--- config.mk ---
export PLATFORM = sky130hd
export DESIGN_NAME = rega_zone_scheduler
export DESIGN_NICKNAME = d
export VERILOG_FILES = /design/src/rtl/rega_pkg.sv /design/src/rtl/rega_zone_scheduler_rr_arbiter.sv /design/src/rtl/rega_zone_scheduler.sv
export SDC_FILE = /design/constraint.sdc
export NUM_CORES = 1
export LEC_CHECK = 0
export CORE_MARGIN = 2
export CORE_UTILIZATION = 30
export CTS_CLUSTER_SIZE = 20
export DETAILED_ROUTE_END_ITERATION = 16
export SYNTH_ARGS = -nofsm -noshare
export SYNTH_HDL_FRONTEND = slang
export SYNTH_SLANG_ARGS = --single-unit
--- constraint.sdc ---
create_clock -name clk -period 4.6 [get_ports clk]
set_input_delay 1.15 -clock clk [delete_from_list [all_inputs] [get_ports clk]]
set_output_delay 1.15 -clock clk [all_outputs]
set_load 0.005 [all_outputs]
--- src/rtl/rega_pkg.sv ---
// Shared types and default tick constants for the irrigation zone scheduler.
package rega_pkg;

    typedef enum logic [2:0] {
        ST_IDLE     = 3'd0,
        ST_REFILL   = 3'd1,
        ST_IRRIGATE = 3'd2,
        ST_SETTLE   = 3'd3,
        ST_FAULT    = 3'd4
    } state_t;

    localparam int unsigned DEF_NZONES       = 4;
    localparam int unsigned DEF_IRR_TICKS    = 600;
    localparam int unsigned DEF_SETTLE_TICKS = 5;
    localparam int unsigned DEF_REFILL_MAX   = 900;
    localparam int unsigned DEF_FERT_TICKS   = 60;
    localparam int unsigned DEF_CNT_W        = 16;
    localparam int unsigned GRANT_W          = 3;

endpackage

--- src/rtl/rega_zone_scheduler_rr_arbiter.sv ---
// Combinational round-robin pick: first set request at or above ptr, wrapping.
module rr_arbiter #(
    parameter int unsigned N  = 4,
    parameter int unsigned IW = 3
) (
    input  logic [N-1:0]  req,
    input  logic [IW-1:0] ptr,
    output logic          valid,
    output logic [IW-1:0] idx
);

    localparam int unsigned SW = $clog2(N);

    int unsigned w_j;

    always_comb begin
        valid = 1'b0;
        idx   = '0;
        w_j   = 0;
        for (int unsigned i = 0; i < N; i++) begin
            w_j = (32'(ptr) + i) % N;
            if (!valid && req[SW'(w_j)]) begin
                valid = 1'b1;
                idx   = IW'(w_j);
            end
        end
    end

endmodule

--- src/rtl/rega_zone_scheduler.sv ---
// Round-robin tank/pump sharing among garden zones with on-demand refill.
// Optional fertiliser dosing is built when REGA_SCHED_FERT_EN is defined.
module rega_zone_scheduler
    import rega_pkg::*;
#(
    parameter int unsigned NZONES       = DEF_NZONES,
    parameter int unsigned IRR_TICKS    = DEF_IRR_TICKS,
    parameter int unsigned SETTLE_TICKS = DEF_SETTLE_TICKS,
    parameter int unsigned REFILL_MAX   = DEF_REFILL_MAX,
    parameter int unsigned FERT_TICKS   = DEF_FERT_TICKS,
    parameter int unsigned CNT_W        = DEF_CNT_W
) (
    input  logic                 clk,
    input  logic                 reset,
    input  logic                 tick,
    input  logic [NZONES-1:0]    req,
    input  logic                 Nv1,
    input  logic                 Nv0,
    input  logic                 Adub,
    output logic [NZONES-1:0]    zone_vlv,
    output logic                 Asp,
    output logic                 Ve,
    output logic                 Fert,
    output logic [GRANT_W-1:0]   grant,
    output logic [NZONES-1:0]    done,
    output logic                 fault
);

    state_t               r_state;
    logic [GRANT_W-1:0]   r_ptr;
    logic [GRANT_W-1:0]   r_grant;
    logic [CNT_W-1:0]     r_irr_cnt;
    logic [CNT_W-1:0]     r_aux_cnt;
    logic                 r_resume;
    logic [NZONES-1:0]    r_zone_vlv;
    logic                 r_asp;
    logic                 r_ve;
    logic                 r_fert;
    logic [NZONES-1:0]    r_done;
    logic                 r_fault;

    state_t               w_state_nxt;
    logic [GRANT_W-1:0]   w_ptr_nxt;
    logic [GRANT_W-1:0]   w_grant_nxt;
    logic [CNT_W-1:0]     w_irr_nxt;
    logic [CNT_W-1:0]     w_aux_nxt;
    logic                 w_resume_nxt;
    logic [NZONES-1:0]    w_done_nxt;
    logic                 w_fert_nxt;

    logic                 w_arb_valid;
    logic [GRANT_W-1:0]   w_arb_idx;
    logic                 w_req_gnt;
    logic [GRANT_W-1:0]   w_ptr_inc;
    logic [CNT_W-1:0]     w_aux_inc;
    logic [CNT_W-1:0]     w_irr_dec;

    rr_arbiter #(
        .N  (NZONES),
        .IW (GRANT_W)
    ) u_arb (
        .req   (req),
        .ptr   (r_ptr),
        .valid (w_arb_valid),
        .idx   (w_arb_idx)
    );

    assign w_req_gnt = |(req & (NZONES'(1) << r_grant));
    assign w_ptr_inc = (r_grant == GRANT_W'(NZONES - 1)) ? '0 : r_grant + GRANT_W'(1);
    assign w_aux_inc = (r_aux_cnt == '1) ? r_aux_cnt : r_aux_cnt + CNT_W'(1);
    assign w_irr_dec = (r_irr_cnt == '0) ? '0 : r_irr_cnt - CNT_W'(1);

    // Next-state: sensor contradiction beats everything; in IRRIGATE low tank > abort > expiry.
    always_comb begin
        w_state_nxt  = r_state;
        w_ptr_nxt    = r_ptr;
        w_grant_nxt  = r_grant;
        w_irr_nxt    = r_irr_cnt;
        w_aux_nxt    = r_aux_cnt;
        w_resume_nxt = r_resume;
        w_done_nxt   = '0;
        if (r_state != ST_FAULT && Nv1 && !Nv0) begin
            w_state_nxt = ST_FAULT;
        end else begin
            case (r_state)
                ST_IDLE: begin
                    if (!Nv0) begin
                        w_state_nxt = ST_REFILL;
                        w_aux_nxt   = '0;
                    end else if (w_arb_valid) begin
                        w_state_nxt = ST_IRRIGATE;
                        w_grant_nxt = w_arb_idx;
                        w_irr_nxt   = CNT_W'(IRR_TICKS);
                    end
                end
                ST_REFILL: begin
                    if (tick) w_aux_nxt = w_aux_inc;
                    if (Nv1) begin
                        w_state_nxt  = r_resume ? ST_IRRIGATE : ST_IDLE;
                        w_resume_nxt = 1'b0;
                    end else if (tick && r_aux_cnt >= CNT_W'(REFILL_MAX - 1)) begin
                        w_state_nxt = ST_FAULT;
                    end
                end
                ST_IRRIGATE: begin
                    if (tick) w_irr_nxt = w_irr_dec;
                    if (!Nv0) begin
                        w_state_nxt  = ST_REFILL;
                        w_resume_nxt = 1'b1;
                        w_aux_nxt    = '0;
                    end else if (!w_req_gnt) begin
                        w_state_nxt = ST_SETTLE;
                        w_aux_nxt   = '0;
                        w_ptr_nxt   = w_ptr_inc;
                    end else if (r_irr_cnt == '0 || (tick && r_irr_cnt == CNT_W'(1))) begin
                        // A zero count can only be left over from a tick taken on a low-tank exit.
                        w_state_nxt = ST_SETTLE;
                        w_aux_nxt   = '0;
                        w_ptr_nxt   = w_ptr_inc;
                        w_done_nxt  = NZONES'(1) << r_grant;
                    end
                end
                ST_SETTLE: begin
                    if (tick) begin
                        w_aux_nxt = w_aux_inc;
                        if (r_aux_cnt >= CNT_W'(SETTLE_TICKS - 1)) w_state_nxt = ST_IDLE;
                    end
                end
                default: begin
                end
            endcase
        end
    end

`ifdef REGA_SCHED_FERT_EN
    logic [CNT_W-1:0] w_elapsed;

    assign w_elapsed  = CNT_W'(IRR_TICKS) - w_irr_nxt;
    assign w_fert_nxt = (w_state_nxt == ST_IRRIGATE) && Adub && (w_elapsed < CNT_W'(FERT_TICKS));
`else
    logic w_unused_fert;

    assign w_unused_fert = ^{Adub, 1'(FERT_TICKS)};
    assign w_fert_nxt    = 1'b0;
`endif

    // State, counters and outputs; outputs are decoded from the next state so they track r_state.
    always_ff @(posedge clk) begin
        if (reset) begin
            r_state    <= ST_IDLE;
            r_ptr      <= '0;
            r_grant    <= '0;
            r_irr_cnt  <= '0;
            r_aux_cnt  <= '0;
            r_resume   <= 1'b0;
            r_zone_vlv <= '0;
            r_asp      <= 1'b0;
            r_ve       <= 1'b0;
            r_fert     <= 1'b0;
            r_done     <= '0;
            r_fault    <= 1'b0;
        end else begin
            r_state    <= w_state_nxt;
            r_ptr      <= w_ptr_nxt;
            r_grant    <= w_grant_nxt;
            r_irr_cnt  <= w_irr_nxt;
            r_aux_cnt  <= w_aux_nxt;
            r_resume   <= w_resume_nxt;
            r_zone_vlv <= (w_state_nxt == ST_IRRIGATE) ? (NZONES'(1) << w_grant_nxt) : '0;
            r_asp      <= (w_state_nxt == ST_IRRIGATE);
            r_ve       <= (w_state_nxt == ST_REFILL);
            r_fert     <= w_fert_nxt;
            r_done     <= w_done_nxt;
            r_fault    <= (w_state_nxt == ST_FAULT);
        end
    end

    assign zone_vlv = r_zone_vlv;
    assign Asp      = r_asp;
    assign Ve       = r_ve;
    assign Fert     = r_fert;
    assign grant    = r_grant;
    assign done     = r_done;
    assign fault    = r_fault;

endmodule

# Word level (Yosys, flattened, before mapping)

Cells that the tools add are included.

Register bits: 52

Shifts and indexed selects: 2
Muxes and demuxes: 50
$add $sub $neg: 6
Reductions and logical operators: 25
$lt $le $gt $ge: 6
Eq/ne operators: 20
Bitwise operators: 7

Operators with widths:

| kind                                                                                   | count |
|---|---|
| 16-bit 2-to-1 mux                                                                      | 10 |
| 16-bit one-hot mux with 3 select lines                                                 | 1 |
| 3-bit 2-to-1 mux                                                                       | 14 |
| 16-bit one-hot mux with 2 select lines                                                 | 1 |
| 16-bit by 1-bit adder with 16-bit output (second input constant)                       | 1 |
| 16-bit by 1-bit equality test with 1-bit output (second input constant)                | 1 |
| 16-bit equality test (second input constant)                                           | 1 |
| 16-bit by 10-bit greater-or-equal comparator with 1-bit output (second input constant) | 1 |
| 16-bit by 3-bit greater-or-equal comparator with 1-bit output (second input constant)  | 1 |
| 16-bit logical NOT                                                                     | 1 |
| 2-bit 2-to-1 mux                                                                       | 8 |
| 16-bit by 1-bit subtractor with 16-bit output (second input constant)                  | 1 |
| 3-bit by 2-bit equality test with 1-bit output (second input constant)                 | 4 |
| 2-bit by 3-bit < comparator with 1-bit output (second input constant)                  | 4 |
| 2-bit != test (second input constant)                                                  | 6 |
| 3-bit one-hot mux with 4 select lines                                                  | 1 |
| 1-bit 2-to-1 mux                                                                       | 10 |
| 1-bit binary-select mux with 2-bit select                                              | 4 |
| 4-bit AND reduction                                                                    | 2 |
| 1-bit by 3-bit left shift with 4-bit output (first input constant)                     | 2 |
| 1-bit logical AND                                                                      | 7 |
| 3-bit by 1-bit equality test with 1-bit output (second input constant)                 | 2 |
| 2-bit by 1-bit != test with 1-bit output (second input constant)                       | 3 |
| 1-bit NOT                                                                              | 6 |
| 17 further kinds                                                                       | 24 |

# Longest topological paths before layout

Depth in word-level cells: 19
Gate-level depth with buffers: 9
Gate-level depth less buffers: 8

# Cells and area by module

From an unflattened synthesis, not the netlist that was laid out.

Cells, all modules: 349
Area total of the unflattened synthesis: 2856.5 um^2

Modules (own cells, without submodules):

| module              | cells an instance | instances | seq. area each (um^2) | area an instance (um^2) |
|---|---|---|---|---|
| rega_zone_scheduler | 332               | 1         | 1061.0                | 2767.7 |
| rr_arbiter          | 17                | 1         | 0.0                   | 88.8 |

# Worst setup path before layout

Ideal clock, no wire load.

Path kind: input -> register
Start: in Nv0
End: reg r_aux_cnt[14]
Arrival: 2.576 ns
Setup slack: 1.906 ns
Stages on the path: 7
Required time: 4.481 ns
Library setup time: 0.119 ns
Cells stage by stage: buf_4 > or2b_1 > o2111ai_4 > or3b_1 > nor3_1 > xnor2_1 > nor2_4

Word-level cells in the longest chain between the ends: 4
Elaborated cells between the ends (all ways): 8
Classes of those cells: eq/ne: 2; mux: 2; bitwise: 1; reduce/logical: 3

RTL lines:

| item                                                        | line                       | text |
|---|---|---|
| start: declaration                                          | rega_zone_scheduler.sv:18  | `input logic Nv0,` |
| branches (longest 4 deep; another with 6-bit AND reduction) | -                          |  |
| end signal: assignment                                      | rega_zone_scheduler.sv:167 | `r_aux_cnt <= w_aux_nxt;` |
| end: declaration                                            | rega_zone_scheduler.sv:33  | `logic [CNT_W-1:0] r_aux_cnt;` |

Several ways; the timed one is not identified.
A chain may end at the register's enable or synchronous reset.

# Final worst setup path

Start: in Nv0
End: reg r_aux_cnt[15]

Same word-level chain as after synthesis.

==> metrics.cfg <==
[clocking]
clkSinkCount = 52
clk_path_buf_depth = 2
cts.htree.levels = 2
clk_transition_reported_paths_ns = 0.09
cts_resized = 0
clockRootBuffer = sky130_fd_sc_hd__clkbuf_8
insertion_delay_of_the_later_clocked_pin_in_the_worst_skew_pair_ns = 0.31
cts_made_buffers = 5
cts_tree = built
post-cts-setup-buffer-count = 0
cts.hold.buffers_added = 0

[setup_path]
cpLargestDelayFamily = compound AO/OA/AOI/OAI gates
r2r_setup_slack_ns = 2.33
crit_required_ns = 4.80
critical_path.reg2reg.endpoint = r_aux_cnt[2]
endpoint_kind = flop
timing.critical_path.buf_inv = 1
path_cells = clkdlybuf4s50_1 -> or2b_1 -> o2111ai_4 -> a21oi_1 -> nand4_1 -> xnor2_1 -> nor2_4
worstReg2RegStart = grant[0]
critPathSlowestCell = sky130_fd_sc_hd__clkdlybuf4s50_1
critPathMaxStageDelay_ns = 0.66
critical_path_arrival_ns = 3.47
max_fanout_on_critical_path = 9
crit_type = in -> reg
rr_worst_depth = 7
timing.critical_path.from_type = input port

[logic_synthesis]
number_of_flops_mapped_to_enable_cells_by_yosys = 0
mappedNetlistArea_mm2 = 0.00291
netlist_instances = 343
ys_warn_count = 0
yosys.area_share.adder_pct = 3.44
netlist_top_cells_area = sky130_fd_sc_hd__dfxtp_1 36%, sky130_fd_sc_hd__nor2_1 6.6%, sky130_fd_sc_hd__nor2_4 3.9%
dominant_combinational_cell_family_by_area_after_synthesis = simple AND/OR/NAND/NOR gates
synthXorXnorAreaFrac_pct = 6.92
synth-seq-cells = 52
synth-main-ff-cell = sky130_fd_sc_hd__dfxtp_1
multiplexer_share_of_the_synthesized_area_pct = 0.730
post_synth_most_frequent_cells = 52 x sky130_fd_sc_hd__dfxtp_1, 51 x sky130_fd_sc_hd__nor2_1, 24 x sky130_fd_sc_hd__nand2_1
async_flop_share_pct = 0
synth_top_cell_area_share_pct = 35.7
synth_compound_area_share_pct = 12.8
yosysUniqueCellTypes = 58
synth.avg_cell_area_um2 = 8.49
syn-num-nets = 361
area_share_of_and_or_nand_nor_cells_after_synthesis_pct = 34.9
synth_most_common_cell = sky130_fd_sc_hd__dfxtp_1
synth_seq_area_share_pct = 35.7
post-synth-top-area-cell = sky130_fd_sc_hd__dfxtp_1

[power]
ir_worst_vdd_mv = 0.114
total_leakage_power_uw = 0.00113
power-per-cell-area_mw_per_mm2 = 300

[timing]
layout_min_cycle_time_ns = 3.27
slew-limit-headroom_pct = 46.5
maxClockFrequency_mhz = 306
post_route_clock_period_utilization_pct = 71.0
fin_worst_skew_ns = 0.0105
timing_max_transition_violations_final = 0
finalHoldViolations = 0
worst-slew-pin-transition_ns = 0.800
final.setup.tns_ns = 0
report.final.setup_viol = 0
grt_setup_unrepaired = no

[grt]
grt-ovfl-total = 0
grt_antenna_before_repair = 0
grt_use_total_pct = 12.2
wire_length_of_the_first_global_routing_pass_um = 10200
grt_start_max_net_pins = 22
grt_pass1_vias = 2244

[final_layout]
n_antenna_cell = 0
ratio_of_cells_with_drive_above_1_in_the_final_layout_pct = 8.59
final_nets = 378
post-route-util_pct = 35.4
n_fill_cell = 975
flow.area_growth_from_synthesis_pct = 13.3
regArea_mm2 = 0.00104
multi_input_area_mm2 = 0.00172

[routing]
detailedRoute.firstPassIterationCount = 4
detail_route.wl_per_cell_um = 12.1
route.vias.total = 2378
routed_wl_um = 5920
detail_route.iter0.violations = 53
detail_route.drc_violations = 0
detail-route-antenna-nets = 0
detail_route.vias_per_cell = 4.85

[run_status]
outcome = finished clean

[placed_design]
hpwlAfterDp_um = 4330
numPortBuffers = 22
globalplace.congestion = 0.786

[hold_path]
hold_depth = 2
hold_start = r_aux_cnt[1]
holdPathEnd = r_aux_cnt[1]
holdCritPathClass = reg -> reg

[die]
die-height_um = 103
die_area_mm2 = 0.0105
design.portCount = 25
core_area_mm2 = 0.00933
starting_utilization_of_the_core_area_pct = 31.2
placementRows = 35
die_width_um = 103

[flow_run]
cap_violations = 0

[metrics by stage]
stage / power (uW) / instances / hold WS (ns) / setup WS, ns / instance area [um2]
after CTS: 1010 / 490 / 0.496 / 1.37 / 3300
after detailed placement: 732 / 482 / 0.482 / 1.06 / 3210
final: 989 / 490 / 0.502 / 1.33 / 3300
after global routing: 1060 / 490 / 0.529 / 1.20 / 3300
after global placement: 727 / 482 / 0.472 / 1.06 / 3210
after floorplan: 684 / 343 / 0.456 / 1.91 / 2910
[placed cells by master, fill, tap and decap left out, drive strengths merged, types with 4 or more instances in the layout]
cell	instances
ha	8
xnor2	12
clkdlybuf4s50	22
clkbuf	7
nand2	24
xor2	11
nor2b	7
dfxtp	52
and3	5
nor2	61
nand3	13
nor3b	4
inv	18
nand4	13
or3	6
nor3	15
a21oi	17
o21ai	9
nand2b	5
nor4	8
[registers in the layout, indices dropped and copies added (netlist names)]
signal / flops
Asp: 1
Ve: 1
done: 4
fault: 1
grant: 3
r_aux_cnt: 16
r_irr_cnt: 16
r_ptr: 2
r_resume: 1
r_state: 3
zone_vlv: 4
[worst register-to-register path: stages (launching register included)]
cell and delay (ns):
sky130_fd_sc_hd__dfxtp_1 0.38, sky130_fd_sc_hd__inv_1 0.10, sky130_fd_sc_hd__ha_1 0.17, sky130_fd_sc_hd__a22oi_1 0.15, sky130_fd_sc_hd__a2111oi_4 0.47, sky130_fd_sc_hd__o21ai_2 0.23
sky130_fd_sc_hd__a41o_4 0.46, sky130_fd_sc_hd__nor3_1 0.23
[worst max path at each step]
| stage | start | to | slack [ns] | cells past startpoint |
|---|---|---|---|---|
| 2_1_floorplan | Nv0 | r_aux_cnt[14] | 1.91 | 7 |
| 3_3_place_gp | Nv0 | r_aux_cnt[13] | 1.06 | 7 |
| 3_5_place_dp | Nv0 | r_aux_cnt[15] | 1.06 | 7 |
| 4_1_cts | Nv0 | r_aux_cnt[15] | 1.37 | 7 |
| 5_1_grt | Nv0 | r_aux_cnt[15] | 1.20 | 7 |
| 6_report | Nv0 | r_aux_cnt[15] | 1.33 | 7 |
[area by class of cell]
type	instances	area share, %
well taps	129	4.89
clock buffers	7	2.62
clock inverters	1	0.228
multi-input cells	261	52.0
inverters	18	2.05
repair buffers	22	6.67
flip-flops and latches	52	31.6
[per-layer routing]
metal | up-vias | part of all wire (%) | GRT usage (%)
li1 | 1227 | - | -
met3 | 2 | 4.2 | 3.19
met5 | - | 0 | 0
met1 | 1110 | 48 | 15.1
met4 | 0 | 0.64 | 4.10
met2 | 39 | 47 | 20.5
[report_power, final]
part           switching (uW)  internal (uW)
Clock                     146            122
Sequential               26.6            472
Combinational             132           90.4
[cells by family after synthesis]
family | count (synthesis)
simple gates | 177
flops | 52
compound gates | 50
buf+inv | 30
xor+xnor | 23
fa+ha+maj | 8
mux | 2
other cells | 1
(Power assumes the default switching activity.)
